`config.mk`:
```
export PLATFORM = sky130hd
export DESIGN_NAME = filt_sched
export DESIGN_NICKNAME = d
export VERILOG_FILES = /design/src/rtl/filt_sched.sv
export SDC_FILE = /design/constraint.sdc
export NUM_CORES = 1
export LEC_CHECK = 0
export CAP_MARGIN = 15
export CORE_MARGIN = 4
export CORE_UTILIZATION = 55
export CTS_CLUSTER_SIZE = 24
export DETAILED_ROUTE_END_ITERATION = 10
export GPL_ROUTABILITY_DRIVEN = 0
export MAX_ROUTING_LAYER = met4
export PLACE_DENSITY_LB_ADDON = 0.05
export SLEW_MARGIN = 20
export SYNTH_ARGS = -nofsm -noshare
export SYNTH_HDL_FRONTEND = slang
export SYNTH_SLANG_ARGS = --single-unit
```
`constraint.sdc`:
```
create_clock -name clk -period 4.1 [get_ports clk]
set_input_delay 0.82 -clock clk [delete_from_list [all_inputs] [get_ports clk]]
set_output_delay 0.82 -clock clk [all_outputs]
set_load 0.05 [all_outputs]
```
`src/rtl/filt_sched.sv`:
```
// -----------------------------------------------------------------------------
// filt_sched
//   Sample scheduler in front of the filters block. Incoming XADC samples are
//   queued in a small FIFO. One sample at a time is handed to the filters with
//   a filt_start pulse. The scheduler then waits for filt_done and returns the
//   filtered result as a one-cycle out_valid strobe. The filter select is
//   latched only when a new sample is issued. A watchdog abandons a sample
//   whose done never arrives.
//
// Ports
//   clk, rstn      clock, asynchronous active-low reset
//   adc_valid      sample strobe from XADC capture
//   adc_data       sample
//   sel_req        requested filter: 00 LPF, 01 HPF, 10 BPF, 11 bypass
//   filt_start     one-cycle start pulse to the filters
//   filt_val       sample to the filters, held from one start to the next
//   filt_select    select to the filters, updated only when a sample is issued
//   filt_done      done from the filters (stuck at 1 in bypass)
//   filt_result    filters result register
//   out_valid      one-cycle result strobe
//   out_data       filtered sample, held until the next out_valid
//   busy           scheduler active or samples still queued
//   ovf_cnt        saturating count of samples dropped on a full FIFO
//   timeout_err    sticky, set when the watchdog abandons a sample
// -----------------------------------------------------------------------------
module filt_sched #(
    parameter int XADC_DATA_SIZE = 16,
    parameter int FIFO_AW        = 2,
    parameter int TIMEOUT        = 255,
    parameter int OVF_CNT_W      = 16
) (
    input  logic                      clk,
    input  logic                      rstn,
    input  logic                      adc_valid,
    input  logic [XADC_DATA_SIZE-1:0] adc_data,
    input  logic [1:0]                sel_req,
    output logic                      filt_start,
    output logic [XADC_DATA_SIZE-1:0] filt_val,
    output logic [1:0]                filt_select,
    input  logic                      filt_done,
    input  logic [XADC_DATA_SIZE-1:0] filt_result,
    output logic                      out_valid,
    output logic [XADC_DATA_SIZE-1:0] out_data,
    output logic                      busy,
    output logic [OVF_CNT_W-1:0]      ovf_cnt,
    output logic                      timeout_err
);

    localparam int DEPTH = 1 << FIFO_AW;
    localparam int CNT_W = FIFO_AW + 1;
    localparam int TMR_W = $clog2(TIMEOUT + 1);

    typedef enum logic [1:0] {
        S_IDLE,
        S_START,
        S_WAIT,
        S_CAPT
    } state_t;

    state_t                    state;
    logic [TMR_W-1:0]          timer;

    logic [XADC_DATA_SIZE-1:0] mem [DEPTH];
    logic [FIFO_AW-1:0]        wr_ptr;
    logic [FIFO_AW-1:0]        rd_ptr;
    logic [CNT_W-1:0]          count;
    logic [CNT_W-1:0]          count_n;

    logic                      full;
    logic                      pop;
    logic                      push_ok;
    logic                      drop;

    // A full FIFO still accepts a sample when the head leaves in the same cycle.
    assign full    = (count == CNT_W'(DEPTH));
    assign pop     = (state == S_IDLE) && (count != '0);
    assign push_ok = adc_valid && (!full || pop);
    assign drop    = adc_valid && full && !pop;

    // NOTE: every signal assigned in always_comb gets a default first, so no
    // path through the block leaves it unassigned and no latch is inferred.
    always_comb begin
        count_n = count;
        if (push_ok && !pop) begin
            count_n = count + CNT_W'(1);
        end else if (!push_ok && pop) begin
            count_n = count - CNT_W'(1);
        end
    end

    // NOTE: the sample storage has no reset; the occupancy count alone decides
    // which entries are valid, so clearing the array would only cost logic.
    always_ff @(posedge clk) begin
        if (push_ok) begin
            mem[wr_ptr] <= adc_data;
        end
    end

    // NOTE: sequential state uses non-blocking assignments so every register
    // samples the pre-edge values regardless of statement order.
    always_ff @(posedge clk or negedge rstn) begin
        if (!rstn) begin
            wr_ptr  <= '0;
            rd_ptr  <= '0;
            count   <= '0;
            ovf_cnt <= '0;
        end else begin
            count <= count_n;
            if (push_ok) begin
                wr_ptr <= wr_ptr + FIFO_AW'(1);
            end
            if (pop) begin
                rd_ptr <= rd_ptr + FIFO_AW'(1);
            end
            if (drop && (ovf_cnt != '1)) begin
                ovf_cnt <= ovf_cnt + OVF_CNT_W'(1);
            end
        end
    end

    // Scheduler FSM; every output is a register. busy is loaded with the value
    // that matches the state and FIFO occupancy being entered.
    always_ff @(posedge clk or negedge rstn) begin
        if (!rstn) begin
            state       <= S_IDLE;
            timer       <= '0;
            filt_start  <= 1'b0;
            filt_val    <= '0;
            filt_select <= 2'b00;
            out_valid   <= 1'b0;
            out_data    <= '0;
            busy        <= 1'b0;
            timeout_err <= 1'b0;
        end else begin
            filt_start <= 1'b0;
            out_valid  <= 1'b0;
            case (state)
                S_IDLE: begin
                    busy <= (count_n != '0);
                    if (pop) begin
                        filt_val    <= mem[rd_ptr];
                        filt_select <= sel_req;
                        filt_start  <= 1'b1;
                        busy        <= 1'b1;
                        state       <= S_START;
                    end
                end
                S_START: begin
                    // filt_done is not looked at here: the filters may still
                    // be showing the previous sample's done.
                    timer <= '0;
                    busy  <= 1'b1;
                    state <= S_WAIT;
                end
                S_WAIT: begin
                    busy <= 1'b1;
                    if (filt_done) begin
                        state <= S_CAPT;
                    end else if (timer == TMR_W'(TIMEOUT - 1)) begin
                        // Count reaches TIMEOUT on this cycle: abandon sample.
                        timeout_err <= 1'b1;
                        busy        <= (count_n != '0);
                        state       <= S_IDLE;
                    end else begin
                        timer <= timer + TMR_W'(1);
                    end
                end
                S_CAPT: begin
                    // The filters register their result on done, so it is
                    // read one cycle after done was seen.
                    out_data  <= filt_result;
                    out_valid <= 1'b1;
                    busy      <= (count_n != '0);
                    state     <= S_IDLE;
                end
                default: begin
                    busy  <= 1'b0;
                    state <= S_IDLE;
                end
            endcase
        end
    end

endmodule

```
==> impl_metrics.json, run 1 <==
{
  "status": "completed",
  "final_core_util_pct": 72.4,
  "nets": 524,
  "multi_input_area_um2": 1670,
  "drc": 0,
  "port_buffers": 91,
  "drv_cap": 0,
  "rsz0062_at_grt": "no",
  "grt_pass1_wl_um": 17000,
  "start_kind": "flop",
  "hold_ws_ns": 0.434,
  "track_usage_pct": 19.7,
  "drive_gt1_share_pct": 15.1,
  "synth-seq-cells": 135,
  "final-hold-violation-count": 0,
  "regArea_um2": 3700,
  "wirelength_um": 10200,
  "initial_core_util_pct": 56.2,
  "fill_cells": 685,
  "dp_hpwl_um": 6760,
  "ir_drop_v": 0.000367,
  "tns_ns": 0,
  "clk_latency_ns": 0.51,
  "ys.flop_type": "dfrtp_1",
  "r2r_slack_ns": 1.48,
  "critical_path_class": "reg -> reg",
  "skew_ns": 0.0218,
  "stdcell_count": 622,
  "overflow": 0,
  "drtIter0Drc": 108,
  "slew_headroom_pct": 42.3,
  "ff2ff_path_depth": 8,
  "syn2layout_area_growth_pct": 28.8,
  "cts_tree": "built",
  "h-tree-depth": 4,
  "hold_buffers": 0,
  "syn-num-nets": 428,
  "fmax_ghz": 0.381,
  "die_x_um": 108,
  "finalSetupViolCount": 0,
  "drt_first_pass_iters": 4,
  "reg2reg_to": "busy$_DFF_PN0_",
  "path_max_fanout": 23,
  "crit_family": "simple AND/OR/NAND/NOR gates",
  "cts-buffers-inserted": 17,
  "vias": 3303,
  "period_minus_slack_ns": 2.62,
  "place_inst": 590,
  "pwr_density_cell_nw_per_um2": 803,
  "design_area_um2": 7040,
  "cts_root_buffer": "clkbuf_8",
  "die_height_um": 108,
  "path_cells": "inv_1, ha_1, nand2b_1, nand2_2, inv_2, o21ai_0, xnor2_1, or4_1",
  "synth_edf_count": 64,
  "worstMarginPinSlew_ns": 0.865,
  "required_ns": 4.48,
  "yosysSeqAreaShare_pct": 67.6,
  "worstPathArrival_ns": 3.01,
  "p_leak_nw": 2.82,
  "syn_avg_cell_area_um2": 14.4,
  "fp.coreArea_um2": 9730,
  "grt_pass1_vias": 3394,
  "drv_slew": 0,
  "worst-path-buf-inv": 2,
  "ys_async_sr_fraction_pct": 52.6,
  "avgViaCountPerCell": 5.31,
  "hold_class": "in -> async",
  "antenna_left": 0,
  "syn_area_um2": 5470,
  "grt_max_degree": 72,
  "num_rows": 36,
  "slowest_stage": "or4_1",
  "clock-sinks": 135,
  "regToRegStartpoint": "count[0]$_DFF_PN0_",
  "pin_count": 92,
  "synth.distinct_cells": 46,
  "dpl-instance-area_um2": 6470,
  "post_cts_buffers": 0,
  "insertedDiodeCount": 0,
  "fin_crit_sh_pct": 64.0,
  "crit_path_end_kind": "flop",
  "path_clk_slew_ns": 0.06,
  "wl_per_cell_um": 16.3,
  "syn_inst": 380,
  "post_cts_resize_count": 0,
  "worst_path_largest_cell_delay_ns": 0.51,
  "dieArea_um2": 11600,
  "cts_buffer_depth": 2,
  "ys_warn_count": 0,
  "antenna_found_initial": 0
}
area by class of cell:
cell class / instances / area share (%)
Multi-Input combinational cell: 222 / 23.7
Clock buffer: 18 / 6.08
Timing Repair Buffer: 91 / 12.9
Inverter: 9 / 0.480
Tap cell: 133 / 2.36
Sequential cell: 135 / 52.5
Clock inverter: 14 / 1.97
metal layers:
layer | routed length, µm | GRT usage, % | vias up
met3 | 496 | 4.80 | 7
li1 | - | - | 1564
met4 | 114 | 6.49 | 0
met5 | 0 | - | -
met1 | 4410 | 25.3 | 1653
met2 | 5130 | 31.0 | 79
report_power, final:
| part | leakage (nW) | internal (W) | total, W | switching [W] |
|---|---|---|---|---|
| combinational | 1.06 | 0.000815 | 0.00213 | 0.00131 |
| sequential | 1.48 | 0.00182 | 0.00210 | 0.000280 |
| clock | 0.277 | 0.000837 | 0.00143 | 0.000593 |
| total | 2.82 | 0.00347 | 0.00566 | 0.00219 |
metrics by stage:
stage	setup WS [ns]	power, W
floorplan	1.87	0.00360
global placement	1.38	0.00423
detailed placement	1.29	0.00428
CTS	1.44	0.00572
global route	1.21	0.00597
finish	1.48	0.00566
worst max-delay path by stage:
stage,cells after the start,start,end,slack (ns)
floorplan,5,adc_valid,busy$_DFF_PN0_,1.87
finish,8,count[0]$_DFF_PN0_,busy$_DFF_PN0_,1.48
CTS,8,count[0]$_DFF_PN0_,busy$_DFF_PN0_,1.44
detailed placement,5,adc_valid,busy$_DFF_PN0_,1.29
global route,8,count[1]$_DFF_PN0_,busy$_DFF_PN0_,1.21
global placement,5,adc_valid,busy$_DFF_PN0_,1.38
kinds of logic (layout without fill, tap and decap cells):
logic type | count (synthesis) | in the layout | share of synthesized area, %
muxes | 33 | 33 | 10.1
and+or+nand+nor | 135 | 135 | 11.3
xor gates and xnor gates | 24 | 24 | 3.84
adders and majority gates | 10 | 10 | 2.29
buffers and inverters | 23 | 132 | 1.90
DFF | 135 | 135 | 67.6
AOI/OAI and AO/OA | 20 | 20 | 3.00
layout by cell type, fill, tap and decap left out, types with 3 or more instances in the layout:
| cell type | count |
|---|---|
| clkdlybuf4s50_1 | 90 |
| nand2_1 | 74 |
| dfrtp_1 | 70 |
| edfxtp_1 | 64 |
| mux2_2 | 16 |
| mux4_2 | 16 |
| clkbuf_16 | 16 |
| xnor2_1 | 15 |
| nor2_1 | 13 |
| ha_1 | 10 |
| nand3_1 | 9 |
| xor2_1 | 9 |
| inv_1 | 8 |
| nand4_1 | 8 |
| and3_1 | 6 |
| nor3_1 | 6 |
| inv_6 | 5 |
| o21ai_0 | 4 |
| or3_1 | 4 |
| o22ai_1 | 3 |
cells in the mapped netlist (all sizes together) (2+ instances only):
| library cell | count | area share, % |
|---|---|---|
| and3 | 6 | 0.69 |
| nor2b | 2 | 0.23 |
| nand2b | 2 | 0.23 |
| buf | 5 | 0.66 |
| mux4 | 16 | 6.6 |
| nand3 | 9 | 0.82 |
| xor2 | 9 | 1.4 |
| nor4 | 2 | 0.23 |
| and2 | 3 | 0.39 |
| xnor2 | 15 | 2.4 |
| a21oi | 2 | 0.18 |
| nor2 | 13 | 0.89 |
| ha | 10 | 2.3 |
| or3 | 4 | 0.46 |
| o21ai | 4 | 0.37 |
| nand4 | 8 | 0.91 |
| o211ai | 2 | 0.37 |
| mux2 | 16 | 3.3 |
| clkbuf | 9 | 0.62 |
| inv | 9 | 0.62 |
| o22ai | 3 | 0.34 |
| nand2 | 75 | 5.2 |
| dfrtp | 71 | 32 |
| edfxtp | 64 | 35 |
| nor3 | 6 | 0.55 |
flip-flops by register name, summed over array words and instances (netlist names), 3 cells and up:
name and flops:
timer 8, ovf_cnt 16, count 3, mem 64
filt_val 16, out_data 16
Power figures use the tool's default switching activity.
==> run 2: changes to the inputs <==
Settings changed: CORE_UTILIZATION 55 to 48.
Clock period 4.1 ns to 2.2 ns, I/O delays scaled along.
==> run 2 against run 1 <==
Effect of this change: sequential share of layout area fell by 2.2 points; register-to-register slack got worse by 1.3 ns; flip-flop and latch count did not move; cell count rose by 5.3%; wire length rose by 6.7%; hold slack improved by 0.039 ns; die area rose by 13%; largest cell class unchanged; core utilization fell by 5.5 points; combinational power rose by 110%.
==> impl_metrics.json, run 2 (synthesis gave the netlist of run 1 again) <==
{
  "slew_headroom_pct": 64.1,
  "drc": 0,
  "cts_root_buffer": "clkbuf_16",
  "regArea_um2": 3700,
  "crit_path_end_kind": "primary output",
  "cts_buffer_depth": 2,
  "overflow": 0,
  "initial_core_util_pct": 49.8,
  "final-hold-violation-count": 0,
  "period_minus_slack_ns": 2.12,
  "dieArea_um2": 13200,
  "cts-buffers-inserted": 17,
  "required_ns": 1.76,
  "grt_max_degree": 38,
  "rsz0062_at_grt": "no",
  "cts_tree": "built",
  "start_kind": "flop",
  "die_x_um": 115,
  "regToRegStartpoint": "count[1]$_DFF_PN0_",
  "syn2layout_area_growth_pct": 34.3,
  "path_clk_slew_ns": 0.06,
  "drtIter0Drc": 183,
  "wl_per_cell_um": 16.5,
  "dp_hpwl_um": 7310,
  "drive_gt1_share_pct": 19.4,
  "ir_drop_v": 0.00107,
  "hold_class": "reg -> reg",
  "path_max_fanout": 5,
  "ff2ff_path_depth": 8,
  "finalSetupViolCount": 0,
  "r2r_slack_ns": 0.14,
  "clk_latency_ns": 0.41,
  "grt_pass1_wl_um": 17900,
  "status": "completed",
  "worstMarginPinSlew_ns": 0.537,
  "grt_pass1_vias": 3474,
  "slowest_stage": "clkdlybuf4s50_1",
  "antenna_left": 0,
  "num_rows": 38,
  "design_area_um2": 7350,
  "regMostFlops": "mem",
  "port_buffers": 91,
  "reg2reg_to": "busy$_DFF_PN0_",
  "critical_path_class": "reg -> out",
  "crit_family": "buffers and inverters",
  "skew_ns": 0.0117,
  "final_core_util_pct": 66.9,
  "h-tree-depth": 4,
  "clock-sinks": 135,
  "avgViaCountPerCell": 5.15,
  "layout_commonest_cell": "clkdlybuf4s50_1",
  "min_from": "filt_val[10]$_DFFE_PN0P_",
  "setup_ws_ns": 0.0816,
  "hold_end": "filt_val[10]$_DFFE_PN0P_",
  "worst_path_largest_cell_delay_ns": 0.84,
  "drt_first_pass_iters": 4,
  "drv_cap": 0,
  "cp.depth": 1,
  "drv_slew": 0,
  "path_cells": "clkdlybuf4s50_1",
  "dpl-instance-area_um2": 6710,
  "antenna_found_initial": 0,
  "insertedDiodeCount": 0,
  "min_path_cells": 2,
  "nets": 550,
  "die_height_um": 115,
  "fill_cells": 806,
  "largest_register_ffs": 64,
  "pwr_density_cell_nw_per_um2": 1500,
  "p_leak_nw": 3.01,
  "fp.coreArea_um2": 11000,
  "pin_count": 92,
  "worst-path-buf-inv": 1,
  "wirelength_um": 10800,
  "preCtsSetupSlack_ns": -0.0371,
  "multi_input_area_um2": 1680,
  "hold_ws_ns": 0.472,
  "fin_crit_sh_pct": 96.3,
  "fmax_ghz": 0.472,
  "track_usage_pct": 18.4,
  "layout_common_cells": "clkdlybuf4s50_1 (88), nand2_1 (74), dfrtp_1 (71)",
  "vias": 3372,
  "worstPathArrival_ns": 1.68
}
-- run 2: final cells by class --
class	count	share of cell area (%)
inverter	9	0.460
tap	140	2.38
clock inverter	14	2.20
timing repair buffer	117	15.8
clock buffer	18	5.98
multi-input combinational	222	22.8
sequential	135	50.3
-- run 2: repair_timing --
action	in CTS	in global routing
setup endpoints to repair	1	3
hold endpoints to repair	9	0
buffers inserted	0	1
hold buffers	1	0
resized for setup	1	3
-- run 2: worst max-delay path by stage --
stage / from / end / slack [ns]
3_5_place_dp: adc_valid / busy$_DFF_PN0_ / -0.04
6_report: ovf_cnt[3]$_DFFE_PN0P_ / ovf_cnt[3] / 0.08
4_1_cts: ovf_cnt[6]$_DFFE_PN0P_ / ovf_cnt[6] / 0.03
2_1_floorplan: ovf_cnt[0]$_DFFE_PN0P_ / ovf_cnt[9]$_DFFE_PN0P_ / 0.04
3_3_place_gp: adc_valid / busy$_DFF_PN0_ / 0.05
5_1_grt: count[1]$_DFF_PN0_ / busy$_DFF_PN0_ / 0.003
-- run 2: layer usage --
metal	global-route usage, %	wire [µm]	vias to the layer above
met1	24.1	4940	1671
met3	6.00	593	4
met5	-	0	-
met2	27.6	5240	81
li1	-	-	1616
met4	5.87	60	0
-- run 2: metrics by stage --
| stage | power (W) | setup TNS (ns) | instances |
|---|---|---|---|
| 2_1_floorplan | 0.00671 | 0 | 380 |
| 3_3_place_gp | 0.00819 | 0 | 621 |
| 3_5_place_dp | 0.00827 | -0.0371 | 621 |
| 4_1_cts | 0.0111 | 0 | 654 |
| 5_1_grt | 0.0116 | 0 | 655 |
| 6_report | 0.0110 | 0 | 655 |
-- run 2: report_power, final --
group          internal [W]  switching (W)
Clock               0.00173        0.00111
Combinational       0.00176        0.00270
Sequential          0.00339       0.000339
Total               0.00688        0.00414
